### src/rtl/seg_scan_pkg.sv
// Shared types and constants for the 7-segment scan controller.
// Holds the scan FSM state encoding, the hex segment table and a width helper.
package seg_scan_pkg;

  typedef enum logic [1:0] {
    OFF   = 2'd0,
    BLANK = 2'd1,
    SHOW  = 2'd2
  } state_e;

  // gfedcba encoding, index is the hex nibble value
  localparam logic [6:0] SEG_HEX [16] = '{
    7'h3F, 7'h06, 7'h5B, 7'h4F, 7'h66, 7'h6D, 7'h7D, 7'h07,
    7'h7F, 7'h6F, 7'h77, 7'h7C, 7'h39, 7'h5E, 7'h79, 7'h71
  };

  function automatic int safe_clog2(input int v);
    return (v <= 1) ? 1 : $clog2(v);
  endfunction

endpackage

### src/rtl/seg_scan_ctrl_decode.sv
// Combinational hex nibble to 7-segment decoder (active-high, gfedcba).
module seg7_hex_decode
  import seg_scan_pkg::*;
(
  input  logic [3:0] nib,
  output logic [6:0] seg
);

  always_comb begin
    seg = SEG_HEX[nib];
  end

endmodule

### src/rtl/seg_scan_ctrl.sv
// Time-multiplexed 7-segment scan scheduler with dead-time between digits and
// a shadow buffer that only commits at frame boundaries.
// Handshake: a word transfers on any edge where load_valid && load_ready;
// load_ready is simply !pending, and valid offered while not ready is dropped.
module seg_scan_ctrl
  import seg_scan_pkg::*;
#(
  parameter int CLK_FREQ     = 10000000,
  parameter int DIGIT_HZ     = 1000,
  parameter int NUM_DIGITS   = 4,
  parameter int BLANK_CYCLES = 16
) (
  input  logic                    clk,
  input  logic                    rst,
  input  logic                    en,
  input  logic                    load_valid,
  output logic                    load_ready,
  input  logic [4*NUM_DIGITS-1:0] load_data,
  input  logic [NUM_DIGITS-1:0]   load_dp,
  input  logic                    lz_blank,
  output logic [6:0]              seg,
  output logic                    dp,
  output logic [NUM_DIGITS-1:0]   an,
  output logic                    frame_done
);

  localparam int DIV = CLK_FREQ / DIGIT_HZ;
  localparam int CW  = safe_clog2(DIV);
  localparam int IW  = safe_clog2(NUM_DIGITS);
  localparam int DW  = 4 * NUM_DIGITS;
  localparam logic [CW-1:0] BLANK_LAST = CW'(BLANK_CYCLES - 1);
  localparam logic [CW-1:0] SLOT_LAST  = CW'(DIV - 1);
  localparam logic [IW-1:0] IDX_LAST   = IW'(NUM_DIGITS - 1);
  localparam logic [NUM_DIGITS-1:0] AN_ONE = NUM_DIGITS'(1);

  state_e                state_q, state_d;
  logic [CW-1:0]         cnt_q, cnt_d;
  logic [IW-1:0]         idx_q, idx_d;
  logic [DW-1:0]         active_q, active_d;
  logic [NUM_DIGITS-1:0] active_dp_q, active_dp_d;
  logic [DW-1:0]         pend_q, pend_d;
  logic [NUM_DIGITS-1:0] pend_dp_q, pend_dp_d;
  logic                  pend_flag_q, pend_flag_d;
  logic [NUM_DIGITS-1:0] an_q, an_d;
  logic [6:0]            seg_q, seg_d;
  logic                  dp_q, dp_d;
  logic                  frame_done_q, frame_done_d;

  logic                  frame_end;
  logic                  load_fire;
  logic [IW+1:0]         shamt;
  logic [3:0]            sel_nib;
  logic [6:0]            dec_seg;
  logic                  lz_hide;

  // Slot counter runs 0..DIV-1 across BLANK then SHOW of one digit.
  always_comb begin
    state_d   = state_q;
    cnt_d     = cnt_q;
    idx_d     = idx_q;
    frame_end = 1'b0;
    case (state_q)
      OFF: begin
        cnt_d = '0;
        idx_d = '0;
        if (en) state_d = BLANK;
      end
      BLANK: begin
        cnt_d = cnt_q + 1'b1;
        if (cnt_q == BLANK_LAST) state_d = SHOW;
      end
      SHOW: begin
        if (cnt_q == SLOT_LAST) begin
          cnt_d   = '0;
          state_d = BLANK;
          if (idx_q == IDX_LAST) begin
            idx_d     = '0;
            frame_end = 1'b1;
          end else begin
            idx_d = idx_q + 1'b1;
          end
        end else begin
          cnt_d = cnt_q + 1'b1;
        end
      end
      default: state_d = OFF;
    endcase
    if (!en) begin
      state_d   = OFF;
      cnt_d     = '0;
      idx_d     = '0;
      frame_end = 1'b0;
    end
    frame_done_d = frame_end;
  end

  assign load_ready = !pend_flag_q;
  assign load_fire  = load_valid && !pend_flag_q;

  // While OFF nothing is on screen, so words go straight to the active buffer.
  always_comb begin
    active_d    = active_q;
    active_dp_d = active_dp_q;
    pend_d      = pend_q;
    pend_dp_d   = pend_dp_q;
    pend_flag_d = pend_flag_q;
    if (state_q == OFF) begin
      if (pend_flag_q) begin
        active_d    = pend_q;
        active_dp_d = pend_dp_q;
        pend_flag_d = 1'b0;
      end else if (load_fire) begin
        active_d    = load_data;
        active_dp_d = load_dp;
      end
    end else begin
      if (frame_end && pend_flag_q) begin
        active_d    = pend_q;
        active_dp_d = pend_dp_q;
        pend_flag_d = 1'b0;
      end
      if (load_fire) begin
        pend_d      = load_data;
        pend_dp_d   = load_dp;
        pend_flag_d = 1'b1;
      end
    end
  end

  assign shamt   = {idx_d, 2'b00};
  assign sel_nib = active_d[shamt +: 4];
  assign lz_hide = lz_blank && (idx_d != '0) && ((active_d >> shamt) == '0);

  seg7_hex_decode u_dec (
    .nib (sel_nib),
    .seg (dec_seg)
  );

  // Outputs are computed from next-state so an/seg/dp flip on the same edge as the FSM.
  always_comb begin
    an_d  = '0;
    seg_d = '0;
    dp_d  = 1'b0;
    if (state_d == SHOW) begin
      an_d  = AN_ONE << idx_d;
      seg_d = lz_hide ? 7'h00 : dec_seg;
      dp_d  = active_dp_d[idx_d];
    end
  end

  always_ff @(posedge clk) begin
    if (rst) begin
      state_q      <= OFF;
      cnt_q        <= '0;
      idx_q        <= '0;
      active_q     <= '0;
      active_dp_q  <= '0;
      pend_q       <= '0;
      pend_dp_q    <= '0;
      pend_flag_q  <= 1'b0;
      an_q         <= '0;
      seg_q        <= '0;
      dp_q         <= 1'b0;
      frame_done_q <= 1'b0;
    end else begin
      state_q      <= state_d;
      cnt_q        <= cnt_d;
      idx_q        <= idx_d;
      active_q     <= active_d;
      active_dp_q  <= active_dp_d;
      pend_q       <= pend_d;
      pend_dp_q    <= pend_dp_d;
      pend_flag_q  <= pend_flag_d;
      an_q         <= an_d;
      seg_q        <= seg_d;
      dp_q         <= dp_d;
      frame_done_q <= frame_done_d;
    end
  end

  assign an         = an_q;
  assign seg        = seg_q;
  assign dp         = dp_q;
  assign frame_done = frame_done_q;

endmodule

### config.mk
export PLATFORM = sky130hd
export DESIGN_NAME = seg_scan_ctrl
export DESIGN_NICKNAME = d
export VERILOG_FILES = /design/src/rtl/seg_scan_pkg.sv /design/src/rtl/seg_scan_ctrl_decode.sv /design/src/rtl/seg_scan_ctrl.sv
export SDC_FILE = /design/constraint.sdc
export NUM_CORES = 1
export LEC_CHECK = 0
export BUFFER_PORTS_ARGS = -buffer_cell sky130_fd_sc_hd__buf_2
export CAP_MARGIN = 0
export CORE_MARGIN = 2
export CORE_UTILIZATION = 40
export DETAILED_ROUTE_END_ITERATION = 10
export PLACE_DENSITY = 0.63
export SLEW_MARGIN = 10
export SYNTH_ARGS = -nofsm -noshare
export SYNTH_HDL_FRONTEND = slang
export SYNTH_SLANG_ARGS = --single-unit
### constraint.sdc
create_clock -name clk -period 7.85 [get_ports clk]
set_input_delay 1.9625 -clock clk [delete_from_list [all_inputs] [get_ports clk]]
set_output_delay 1.9625 -clock clk [all_outputs]
set_load 0.05 [all_outputs]
Word level (Yosys, flattened, before mapping)
Memory sizes are Yosys's and may differ from the RTL's. A register that Yosys moved wholly into a read port is not among the register bits.
Cells that the tools add are included.
{"block": "classes", "n_shift": 3, "n_addsub": 2, "reduce_logical": 15, "n_eq_ne": 6, "bitwise": 4, "muxes": 26, "n_lt_le_gt_ge": 1}
{"cell": "2-to-1 mux 16 bit", "count": 4}
{"cell": "case mux 14 bit (3 select lines)", "count": 1}
{"cell": "zero test 16 bit", "count": 1}
{"cell": "2-to-1 mux 4 bit", "count": 4}
{"cell": "variable part select 16 x 5 -> 4 bit", "count": 1}
{"cell": ">> shifter 16 x 4 -> 16 bit", "count": 1}
{"cell": "adder 14 x 1 -> 14 bit (second input constant)", "count": 1}
{"cell": "== test 14 bit (second input constant)", "count": 1}
{"cell": "== test 14 x 4 -> 1 bit (second input constant)", "count": 1}
{"cell": "2-to-1 mux 14 bit", "count": 1}
{"cell": "2-to-1 mux 2 bit", "count": 6}
{"cell": "2-to-1 mux 1 bit", "count": 7}
{"cell": "== test 2 bit (second input constant)", "count": 3}
{"cell": "case mux 2 bit (3 select lines)", "count": 1}
{"cell": "OR reduction 2 bit", "count": 3}
{"cell": "inverter 4 -> 5 bit", "count": 1}
{"cell": "logical AND 1 bit", "count": 4}
{"cell": "case mux 2 bit (2 select lines)", "count": 1}
{"cell": "nonzero test 2 bit", "count": 2}
{"cell": "left shift 1 x 2 -> 4 bit (first input constant)", "count": 1}
{"cell": "less-than comparator 2 x 3 -> 1 bit (second input constant)", "count": 1}
{"cell": "inverter 1 bit", "count": 3}
{"cell": "nonzero test 3 bit", "count": 1}
{"cell": "OR reduction 3 bit", "count": 1}
{"cell": "6 further kinds", "count": 6}
{"block": "word_totals", "out_inout_bits": 14, "memories": 1, "rom_bits": 112, "ff_bits": 65, "word_cells": 69}
{"memory": "(no name shown)", "words": 16, "word_bits": 7, "read_ports": 1, "rd_ports_with_merged_regs": 1, "wr": 0, "line": "seg_scan_ctrl_decode.sv:10", "text": "seg = SEG_HEX[nib];"}

Longest topological paths before layout
Gate-level depths: netlist of the first run.
{"block": "depth", "ltp_word": 12, "ltp_mapped": 17, "depth_no_buf": 14}

By module
A second synthesis of the first run with hierarchy kept.
{"block": "hier_totals", "hier_cells": 468, "hier_area_um2": 3922.5}
{"mod": "seg_scan_ctrl", "n_inst": 1, "cells_each": 435, "seq_area_each_um2": 1441.4, "area_per_inst_um2": 3628.5}
{"mod": "seg7_hex_decode", "n_inst": 1, "cells_each": 33, "seq_area_each_um2": 0.0, "area_per_inst_um2": 294.0}

Least setup slack after synthesis of the first run
Ideal clock, no wire load.
{"block": "synth_timing", "path_type": "input -> register", "startpoint": "in en", "endpoint": "reg seg_q[4], in the netlist seg[4]", "setup_ps": 150, "path_slack_ps": 3481, "n_path_buf": 2, "t_arrival_ps": 4219, "cell_stages": 12, "path_cell_list": "clkbuf_1 -> nand3_1 -> nor2_1 -> and3_1 -> clkbuf_1 -> a21oi_1 -> o32a_1 -> o221ai_1 -> ha_1 -> nand4_1 -> o31ai_2 -> a221oi_1"}
{"block": "synth_via", "elab_chain_cells": 8}
{"element": "start: declaration", "line": "seg_scan_ctrl.sv:15", "text": "input logic en,"}
{"element": "2-to-1 mux 1 bit", "line": "seg_scan_ctrl.sv:88", "text": "if (!en) begin"}
{"element": "logical AND 1 bit", "line": "seg_scan_ctrl.sv:117", "text": "if (frame_end && pend_flag_q) begin"}
{"element": "2-to-1 mux 16 bit", "line": "seg_scan_ctrl.sv:117"}
{"element": "2-to-1 mux 16 bit", "line": "seg_scan_ctrl.sv:107", "text": "if (state_q == OFF) begin"}
{"element": ">> shifter 16 x 4 -> 16 bit", "line": "seg_scan_ctrl.sv:132", "text": "assign lz_hide = lz_blank && (idx_d != '0) && ((active_d >> shamt) == '0);"}
{"element": "zero test 16 bit", "line": "seg_scan_ctrl.sv:132"}
{"element": "logical AND 1 bit", "line": "seg_scan_ctrl.sv:132"}
{"element": "OR reduction 3 bit (no source line)"}
{"element": "end: declaration", "line": "seg_scan_ctrl.sv:45", "text": "logic [6:0] seg_q, seg_d;"}
Several ways; a longest one is shown, not always the timed one.
A chain may end at the register's enable or synchronous reset.

Worst setup path after layout of the first run
{"block": "layout_timing", "startpoint": "in load_valid", "endpoint": "reg seg_q[3], in the netlist seg[3]"}
{"block": "layout_via", "elab_chain_cells": 8}
{"element": "start: declaration", "line": "seg_scan_ctrl.sv:16", "text": "input logic load_valid,"}
{"element": "logical AND 1 bit *", "line": "seg_scan_ctrl.sv:98", "text": "assign load_fire = load_valid && !pend_flag_q;"}
{"element": "2-to-1 mux 16 bit *", "line": "seg_scan_ctrl.sv:112", "text": "end else if (load_fire) begin"}
{"element": "2-to-1 mux 16 bit *", "line": "seg_scan_ctrl.sv:108", "text": "if (pend_flag_q) begin"}
{"element": "2-to-1 mux 16 bit *", "line": "seg_scan_ctrl.sv:107"}
{"element": ">> shifter 16 x 4 -> 16 bit", "line": "seg_scan_ctrl.sv:132"}
{"element": "zero test 16 bit", "line": "seg_scan_ctrl.sv:132"}
{"element": "logical AND 1 bit", "line": "seg_scan_ctrl.sv:132"}
{"element": "OR reduction 3 bit (no source line)"}
Mark *: on every way between the ends. The rest lies on a longest branch, timed or not.

==> flow_summary.html, run 1 <==
<table>
<tr><th>Metric</th><th>Value</th></tr>
<tr><th colspan="2">Outcome</th></tr>
<tr><td>Result of the run</td><td>finished, final reports clean</td></tr>
<tr><th colspan="2">Timing</th></tr>
<tr><td>Final worst path period share</td><td>between 50% and 60%</td></tr>
<tr><td>Number of max-slew violations in the final report</td><td>0</td></tr>
<tr><td>Min cycle time layout</td><td>4.473 ns</td></tr>
<tr><td>Number of failing setup endpoints in the final timing report</td><td>0</td></tr>
<tr><td>Maximum clock skew at final layout</td><td>around 0.013 ns</td></tr>
<tr><td>Headroom to the max-slew limit</td><td>approximately two fifths</td></tr>
<tr><td>Aggregate negative setup slack</td><td>0 ns</td></tr>
<tr><td>Least-Margin Pin Slew</td><td>0.9241 ns</td></tr>
<tr><td>Total count of hold-check failures in the final report</td><td>0</td></tr>
<tr><td>Maximum clock rate</td><td>roughly 220 MHz</td></tr>
<tr><td>Hold Worst Slack</td><td>0.4660 ns</td></tr>
<tr><td>RSZ-0062 raised after global routing</td><td>no</td></tr>
<tr><th colspan="2">Critical path</th></tr>
<tr><td>Crit path launch type</td><td>primary input</td></tr>
<tr><td>FF-to-FF End</td><td>seg[5]</td></tr>
<tr><td>Crit. Startpoint</td><td>load_valid</td></tr>
<tr><td>Worst reg2reg path depth</td><td>9</td></tr>
<tr><td>Critical Path Fanout Max</td><td>12</td></tr>
<tr><td>Flop2flop setup slack</td><td>3.82 ns</td></tr>
<tr><td>Reg2reg start</td><td>pend_flag_q</td></tr>
<tr><td>Critical Path AT</td><td>4.70 ns</td></tr>
<tr><td>Crit. End Element</td><td>register</td></tr>
<tr><td>Crit Path Category</td><td>in2reg</td></tr>
<tr><td>Data required time of the critical path</td><td>8.08 ns</td></tr>
<tr><th colspan="2">Die</th></tr>
<tr><td>Initial Utilization</td><td>approximately two fifths</td></tr>
<tr><td>Die area</td><td>10,520 um2</td></tr>
<tr><td>Total I/O pin count</td><td>39</td></tr>
<tr><td>Std-Cell Core Area</td><td>9328 um2</td></tr>
<tr><td>Vertical extent of the die</td><td>102.6 um</td></tr>
<tr><td>Standard-cell rows</td><td>35</td></tr>
<tr><td>Die Span X</td><td>102.6 um</td></tr>
<tr><th colspan="2">Clocking</th></tr>
<tr><td>Number of sinks driven by the clock tree</td><td>72</td></tr>
<tr><td>Post-CTS resize count</td><td>0</td></tr>
<tr><td>Maximum buffer depth of the clock tree</td><td>2</td></tr>
<tr><td>Clock slew at the register clock pins of the worst setup and hold paths</td><td>0.09 ns</td></tr>
<tr><td>Clock tree from TritonCTS</td><td>yes</td></tr>
<tr><td>H-Tree Depth</td><td>3</td></tr>
<tr><td>Count of hold buffers inserted by post-cts repair</td><td>0</td></tr>
<tr><td>TritonCTS buffer count</td><td>9</td></tr>
<tr><td>Setup Buffers After CTS</td><td>0</td></tr>
<tr><td>Clk root buf</td><td>clkbuf_8</td></tr>
<tr><td>Clock insertion delay at the later pin of the skew report</td><td>0.36 ns</td></tr>
<tr><th colspan="2">Hold path</th></tr>
<tr><td>Number of stages on the worst hold path</td><td>2</td></tr>
<tr><td>Hold Crit Endpoint</td><td>pend_dp_q[0]</td></tr>
<tr><td>Worst min path class</td><td>reg2reg</td></tr>
<tr><td>Beginning of the worst hold path</td><td>pend_dp_q[0]</td></tr>
<tr><th colspan="2">Pwr</th></tr>
<tr><td>Fraction of power spent switching nets</td><td>30.65%</td></tr>
<tr><td>Worst voltage drop across the vdd grid</td><td>roughly 0.1 mV</td></tr>
<tr><td>Sequential power share</td><td>between 40% and 50%</td></tr>
<tr><td>Part of the power in combinational logic</td><td>between 10% and 20%</td></tr>
<tr><td>Switching power</td><td>roughly 0.24 mW</td></tr>
<tr><td>Static leakage</td><td>1.698 nW</td></tr>
<tr><td>Clk network pwr share</td><td>36.7%</td></tr>
<tr><td>Power per unit of standard cell area</td><td>179.2 nW/um2</td></tr>
<tr><td>Internal power consumption</td><td>0.5406 mW</td></tr>
<tr><th colspan="2">Synth</th></tr>
<tr><td>Net count after synthesis</td><td>roughly 520</td></tr>
<tr><td>Yosys top cell area share</td><td>between 30% and 40%</td></tr>
<tr><td>Cell taking the most area after synthesis</td><td>dfxtp_1</td></tr>
<tr><td>Mean cell area of the mapped netlist</td><td>8.029 um2</td></tr>
<tr><td>Synth cell count leaders</td><td>dfxtp_1, nand2_1, nor2_1</td></tr>
<tr><td>Primary FF master, synth</td><td>dfxtp_1</td></tr>
<tr><td>Cells taking the most area after synthesis</td><td>dfxtp_1, nand2_1, a21oi_1</td></tr>
<tr><td>Netlist area before placement</td><td>about 3900 um2</td></tr>
<tr><td>Count of yosys warnings during synthesis</td><td>0</td></tr>
<tr><td>Async set-or-reset flop fraction in the synthesized netlist</td><td>0%</td></tr>
<tr><td>Post-Synthesis Cells</td><td>484</td></tr>
<tr><td>Number of library cell types mapped by synthesis</td><td>64</td></tr>
<tr><td>Post-synth EDFFs</td><td>0</td></tr>
<tr><td>Count leader, synth</td><td>dfxtp_1</td></tr>
<tr><td>Post-synthesis sequential element count</td><td>72</td></tr>
<tr><td>Share of synthesized area occupied by flip-flops and latches</td><td>a little under two fifths</td></tr>
<tr><th colspan="2">Layout</th></tr>
<tr><td>Total of fill cells in the finished design</td><td>948</td></tr>
<tr><td>Area of all placed cells without fillers</td><td>4349 um2</td></tr>
<tr><td>Net count of the finished layout</td><td>550</td></tr>
<tr><td>Multi-input gate area</td><td>roughly 2300 um2</td></tr>
<tr><td>Area taken by flip-flops and latches</td><td>1441 um2</td></tr>
<tr><td>Diodes inserted</td><td>0</td></tr>
<tr><td>Area delta synth-&gt;final</td><td>11.91%</td></tr>
<tr><td>Layout cell share with drive strength beyond 1</td><td>14.73%</td></tr>
<tr><th colspan="2">Placement</th></tr>
<tr><td>Placed inst area</td><td>4163 um2</td></tr>
<tr><td>DPL Wire Length</td><td>7148 um</td></tr>
<tr><td>Buffers added on ports</td><td>38</td></tr>
<tr><td>Weighted congestion reported at the end of routability-driven placement</td><td>0.8792</td></tr>
<tr><th colspan="2">Drt</th></tr>
<tr><td>Routed length per instance</td><td>between 15 and 20 um</td></tr>
<tr><td>Total routed wirelength</td><td>9909 um</td></tr>
<tr><td>Total via count in the routed design</td><td>around 3,600</td></tr>
<tr><td>1st-iter DRT viols</td><td>229</td></tr>
<tr><td>Post-detailed-route count of antenna-violating nets</td><td>0</td></tr>
<tr><td>Drt via density</td><td>~5.5</td></tr>
<tr><td>DRC violations left</td><td>0</td></tr>
<tr><td>Number of detailed-routing iterations run before antenna repair</td><td>4</td></tr>
<tr><th colspan="2">Global route</th></tr>
<tr><td>Via count of the first global-routing pass</td><td>3,294</td></tr>
<tr><td>Initial antenna violation count</td><td>0</td></tr>
<tr><td>Global-route usage over all layers</td><td>20.23%</td></tr>
<tr><td>GRT overflow</td><td>0</td></tr>
<tr><td>First-pass GRT wire length</td><td>16,700 um</td></tr>
<tr><td>Largest net degree at the start of global routing</td><td>47</td></tr>
<tr><th colspan="2">Flow run</th></tr>
<tr><td>Max-cap violations</td><td>0</td></tr>
</table>
metrics by stage:
step	utilization, %	setup WS [ns]	power [mW]	instances
3_5_place_dp	44.63	2.999	0.5007	629
2_1_floorplan	-	3.481	0.4699	484
6_report	46.63	3.377	0.7796	645
5_1_grt	46.63	2.940	0.8174	645
3_3_place_gp	44.63	3.113	0.4988	629
4_1_cts	46.63	3.377	0.7871	645
final cells by class:
class                           instances  area share [%]
Clock buffer                            9           2.848
Clock inverter                          7           1.438
Inverter                               16           1.381
Multi-Input combinational cell        370           52.42
Sequential cell                        72           33.14
Tap cell                              129           3.711
Timing Repair Buffer                   42           5.063
metal layers:
layer / vias to the layer above / global-route usage (%) / wire length [um]
met1: 1663 / 28.79 / 4753
li1: 1796 / - / -
met5: - / 0 / 0
met3: 8 / 4.068 / 534
met4: 0 / 5.026 / 96
met2: 90 / 31.52 / 4524
worst max-delay path, cell delays in order:
cell,delay (ns)
buf_2,0.19
and2_1,0.47
a22o_1,0.20
a221oi_1,0.07
a211oi_1,0.35
nor4_1,0.09
nor3_1,0.44
inv_1,0.18
ha_1,0.35
and2_1,0.14
o21ai_0,0.17
a21oi_1,0.08
worst max path at each step:
stage	endpoint
after floorplan	seg[4]
after global placement	seg[3]
after detailed placement	seg[3]
after CTS	seg[3]
after global routing	seg[0]
final	seg[3]
registers in the layout, summed over array words and instances, names as in the netlist:
name	flops
dp	1
seg	7
active_dp_q	4
active_q	16
idx_q	2
an	4
state_q	2
pend_flag_q	1
frame_done	1
pend_q	16
pend_dp_q	4
cnt_q	14
layout by cell type, fill, tap and decap left out, drive strengths merged, types with 6 or more instances in the layout:
cell	synthesis	layout
and2	7	7
nor2b	13	13
a22o	6	6
clkbuf	19	9
dfxtp	72	72
o21ai	14	14
ha	14	14
o22ai	10	10
or3	6	6
nand2b	10	10
nand2	69	69
nor4	8	8
buf	7	42
mux2i	9	9
nand4	7	7
nand3	18	18
nor2	49	49
nor3	11	11
and3	7	7
xor2	7	7
inv	12	16
a21oi	38	38
power groups by stage:
stage	Combinational [mW]	Clock, mW	Sequential [mW]
detailed placement	0.108	0	0.393
CTS	0.108	0.294	0.385
global route	0.122	0.309	0.386
global placement	0.106	0	0.393
floorplan	0.0797	0	0.390
finish	0.109	0.286	0.385
cells by family (layout without fill, tap and decap cells):
kind of cell    count (synthesis)  count (layout)  synth area share (%)
simple gates                  216             216                 27.40
fa+ha+maj                      14              14                 4.507
compound gates                118             118                 21.06
xor+xnor                       11              11                 2.479
buf+inv                        42              74                 4.378
mux                            11              11                 3.091
flops                          72              72                 37.09
(Power assumes the default switching activity.)
==> inputs of run 2 (changes only) <==
==> constraint.sdc (replaced) <==
create_clock -name clk -period 4.58 [get_ports clk]
set_input_delay 1.145 -clock clk [delete_from_list [all_inputs] [get_ports clk]]
set_output_delay 1.145 -clock clk [all_outputs]
set_load 0.05 [all_outputs]
==> flow_summary.html, run 2 (synthesized netlist as in run 1, its figures left out) <==
<table>
<tr><th>Metric</th><th>Value</th></tr>
<tr><th colspan="2">Placement</th></tr>
<tr><td>Placed inst area</td><td>4193 um2</td></tr>
<tr><td>Buffers added on ports</td><td>38</td></tr>
<tr><td>Weighted congestion reported at the end of routability-driven placement</td><td>0.8999</td></tr>
<tr><td>DPL Wire Length</td><td>roughly 7500 um</td></tr>
<tr><td>Worst setup slack after placement</td><td>about 0.56 ns</td></tr>
<tr><th colspan="2">Layout</th></tr>
<tr><td>Highest-count cells in the layout ignoring fill and taps</td><td>dfxtp_1, nand2_1, nor2_1, buf_2, a21oi_1</td></tr>
<tr><td>Util after Layout</td><td>a little under half</td></tr>
<tr><td>Area delta synth-&gt;final</td><td>12.97%</td></tr>
<tr><td>Area of all placed cells without fillers</td><td>4390 um2</td></tr>
<tr><td>Multi-input gate area</td><td>around 2300 um2</td></tr>
<tr><td>Total of fill cells in the finished design</td><td>922</td></tr>
<tr><td>Most common cell after layout, fill and taps aside</td><td>dfxtp_1</td></tr>
<tr><td>Layout cell share with drive strength beyond 1</td><td>15.19%</td></tr>
<tr><td>Largest registers ranked by flip-flop count</td><td>active_q x16, pend_q x16, cnt_q x14</td></tr>
<tr><td>Net count of the finished layout</td><td>554</td></tr>
<tr><td>Diodes inserted</td><td>0</td></tr>
<tr><td>Area taken by flip-flops and latches</td><td>1441 um2</td></tr>
<tr><th colspan="2">Timing</th></tr>
<tr><td>Least-Margin Pin Slew</td><td>between 0.9 and 1 ns</td></tr>
<tr><td>Final worst path period share</td><td>86.83%</td></tr>
<tr><td>Number of failing setup endpoints in the final timing report</td><td>0</td></tr>
<tr><td>Total count of hold-check failures in the final report</td><td>0</td></tr>
<tr><td>Min cycle time layout</td><td>3.977 ns</td></tr>
<tr><td>Maximum clock rate</td><td>251.5 MHz</td></tr>
<tr><td>Maximum clock skew at final layout</td><td>0.009691 ns</td></tr>
<tr><td>RSZ-0062 raised after global routing</td><td>no</td></tr>
<tr><td>Hold Worst Slack</td><td>approximately 0.47 ns</td></tr>
<tr><td>Number of max-slew violations in the final report</td><td>0</td></tr>
<tr><td>Min setup slack post-route</td><td>0.6032 ns</td></tr>
<tr><td>Headroom to the max-slew limit</td><td>about two fifths</td></tr>
<tr><td>Aggregate negative setup slack</td><td>0 ns</td></tr>
<tr><th colspan="2">Clocking</th></tr>
<tr><td>Maximum buffer depth of the clock tree</td><td>2</td></tr>
<tr><td>Post-CTS resize count</td><td>0</td></tr>
<tr><td>Number of sinks driven by the clock tree</td><td>slightly above 70</td></tr>
<tr><td>H-Tree Depth</td><td>3</td></tr>
<tr><td>Setup Buffers After CTS</td><td>0</td></tr>
<tr><td>Clock insertion delay at the later pin of the skew report</td><td>0.35 ns</td></tr>
<tr><td>Count of hold buffers inserted by post-cts repair</td><td>0</td></tr>
<tr><td>TritonCTS buffer count</td><td>9</td></tr>
<tr><td>Clock slew at the register clock pins of the worst setup and hold paths</td><td>0.08 ns</td></tr>
<tr><td>Clk root buf</td><td>clkbuf_8</td></tr>
<tr><td>Clock tree from TritonCTS</td><td>yes</td></tr>
<tr><th colspan="2">Global route</th></tr>
<tr><td>Global-route usage over all layers</td><td>20.92%</td></tr>
<tr><td>Largest net degree at the start of global routing</td><td>47</td></tr>
<tr><td>Via count of the first global-routing pass</td><td>3,396</td></tr>
<tr><td>First-pass GRT wire length</td><td>17,100 um</td></tr>
<tr><td>GRT overflow</td><td>0</td></tr>
<tr><td>Initial antenna violation count</td><td>0</td></tr>
<tr><th colspan="2">Die</th></tr>
<tr><td>Vertical extent of the die</td><td>102.6 um</td></tr>
<tr><td>Standard-cell rows</td><td>35</td></tr>
<tr><td>Die area</td><td>10,520 um2</td></tr>
<tr><td>Initial Utilization</td><td>41.66%</td></tr>
<tr><td>Total I/O pin count</td><td>39</td></tr>
<tr><td>Std-Cell Core Area</td><td>9328 um2</td></tr>
<tr><td>Die Span X</td><td>102.6 um</td></tr>
<tr><th colspan="2">Outcome</th></tr>
<tr><td>Result of the run</td><td>finished, final reports clean</td></tr>
<tr><th colspan="2">Drt</th></tr>
<tr><td>Total routed wirelength</td><td>10,410 um</td></tr>
<tr><td>Number of detailed-routing iterations run before antenna repair</td><td>4</td></tr>
<tr><td>Post-detailed-route count of antenna-violating nets</td><td>0</td></tr>
<tr><td>Routed length per instance</td><td>16.03 um</td></tr>
<tr><td>DRC violations left</td><td>0</td></tr>
<tr><td>Drt via density</td><td>5.624</td></tr>
<tr><td>1st-iter DRT viols</td><td>269</td></tr>
<tr><td>Total via count in the routed design</td><td>approximately 3,700</td></tr>
<tr><th colspan="2">Critical path</th></tr>
<tr><td>Data required time of the critical path</td><td>4.78 ns</td></tr>
<tr><td>Crit Path Category</td><td>reg2reg</td></tr>
<tr><td>Crit. End Element</td><td>register</td></tr>
<tr><td>Crit path launch type</td><td>register</td></tr>
<tr><td>Critical Path AT</td><td>4.18 ns</td></tr>
<tr><td>Critical Path Fanout Max</td><td>7</td></tr>
<tr><th colspan="2">Flow run</th></tr>
<tr><td>Max-cap violations</td><td>0</td></tr>
<tr><th colspan="2">Pwr</th></tr>
<tr><td>Worst voltage drop across the vdd grid</td><td>0.1704 mV</td></tr>
<tr><td>Power per unit of standard cell area</td><td>around 310 nW/um2</td></tr>
<tr><td>Static leakage</td><td>between 1.5 and 2 nW</td></tr>
<tr><th colspan="2">Hold path</th></tr>
<tr><td>Worst min path class</td><td>reg2reg</td></tr>
</table>
## run 2: cell count changes in the layout (fill, tap and decap cells not counted), sizes merged
| cell | delta |
|---|---|
| inv | -4 |
| clkinvlp | -3 |
| buf | +4 |
| bufinv | +1 |
| clkinv | +5 |
| clkbuf | +1 |
## run 2: final timing paths
| kind | start | end | slack (ns) | cells after the start |
|---|---|---|---|---|
| max reg2reg | cnt_q[0] | seg[6] | 0.60 | 11 |
| max | cnt_q[0] | seg[6] | 0.60 | 11 |
| min reg2reg | pend_dp_q[0] | pend_dp_q[0] | 0.47 | 2 |
| min | pend_dp_q[0] | pend_dp_q[0] | 0.47 | 2 |
## run 2: metal layers
layer	vias up	part of all wire (%)	GRT usage, %
li1	1797	-	-
met1	1713	48	29.00
met2	114	45	32.43
met3	26	5.4	2.983
met4	0	2.3	9.231
met5	-	0	0
## run 2: metrics by stage
stage / power [mW] / instances
after floorplan: 0.8054 / 484
after global placement: 0.8614 / 633
after CTS: 1.371 / 649
after global routing: 1.428 / 649
final: 1.369 / 649
after detailed placement: 0.8650 / 633
## run 2: power breakdown
group | total, mW | internal [mW] | switching (mW)
clock | 0.515 | 0.255 | 0.261
sequential | 0.658 | 0.645 | 0.0129
combinational | 0.195 | 0.0770 | 0.118
## run 2: critical path, stage by stage (launching register included)
cell and delay, ns:
dfxtp_1 0.39, ha_1 0.20, or3b_2 0.51, nor4_4 0.48
mux2i_1 0.26, nor2_1 0.38, nand2_1 0.11, o221ai_1 0.51
ha_1 0.26, nand4_1 0.09, o31ai_2 0.53, a221oi_1 0.10
## run 2: area by class of cell
class / count / share of cell area [%]
multi-input combinational: 370 / 51.92
sequential: 72 / 32.83
timing repair buffer: 46 / 5.700
tap: 129 / 3.676
clock buffer: 10 / 2.907
clock inverter: 6 / 1.596
inverter: 16 / 1.368
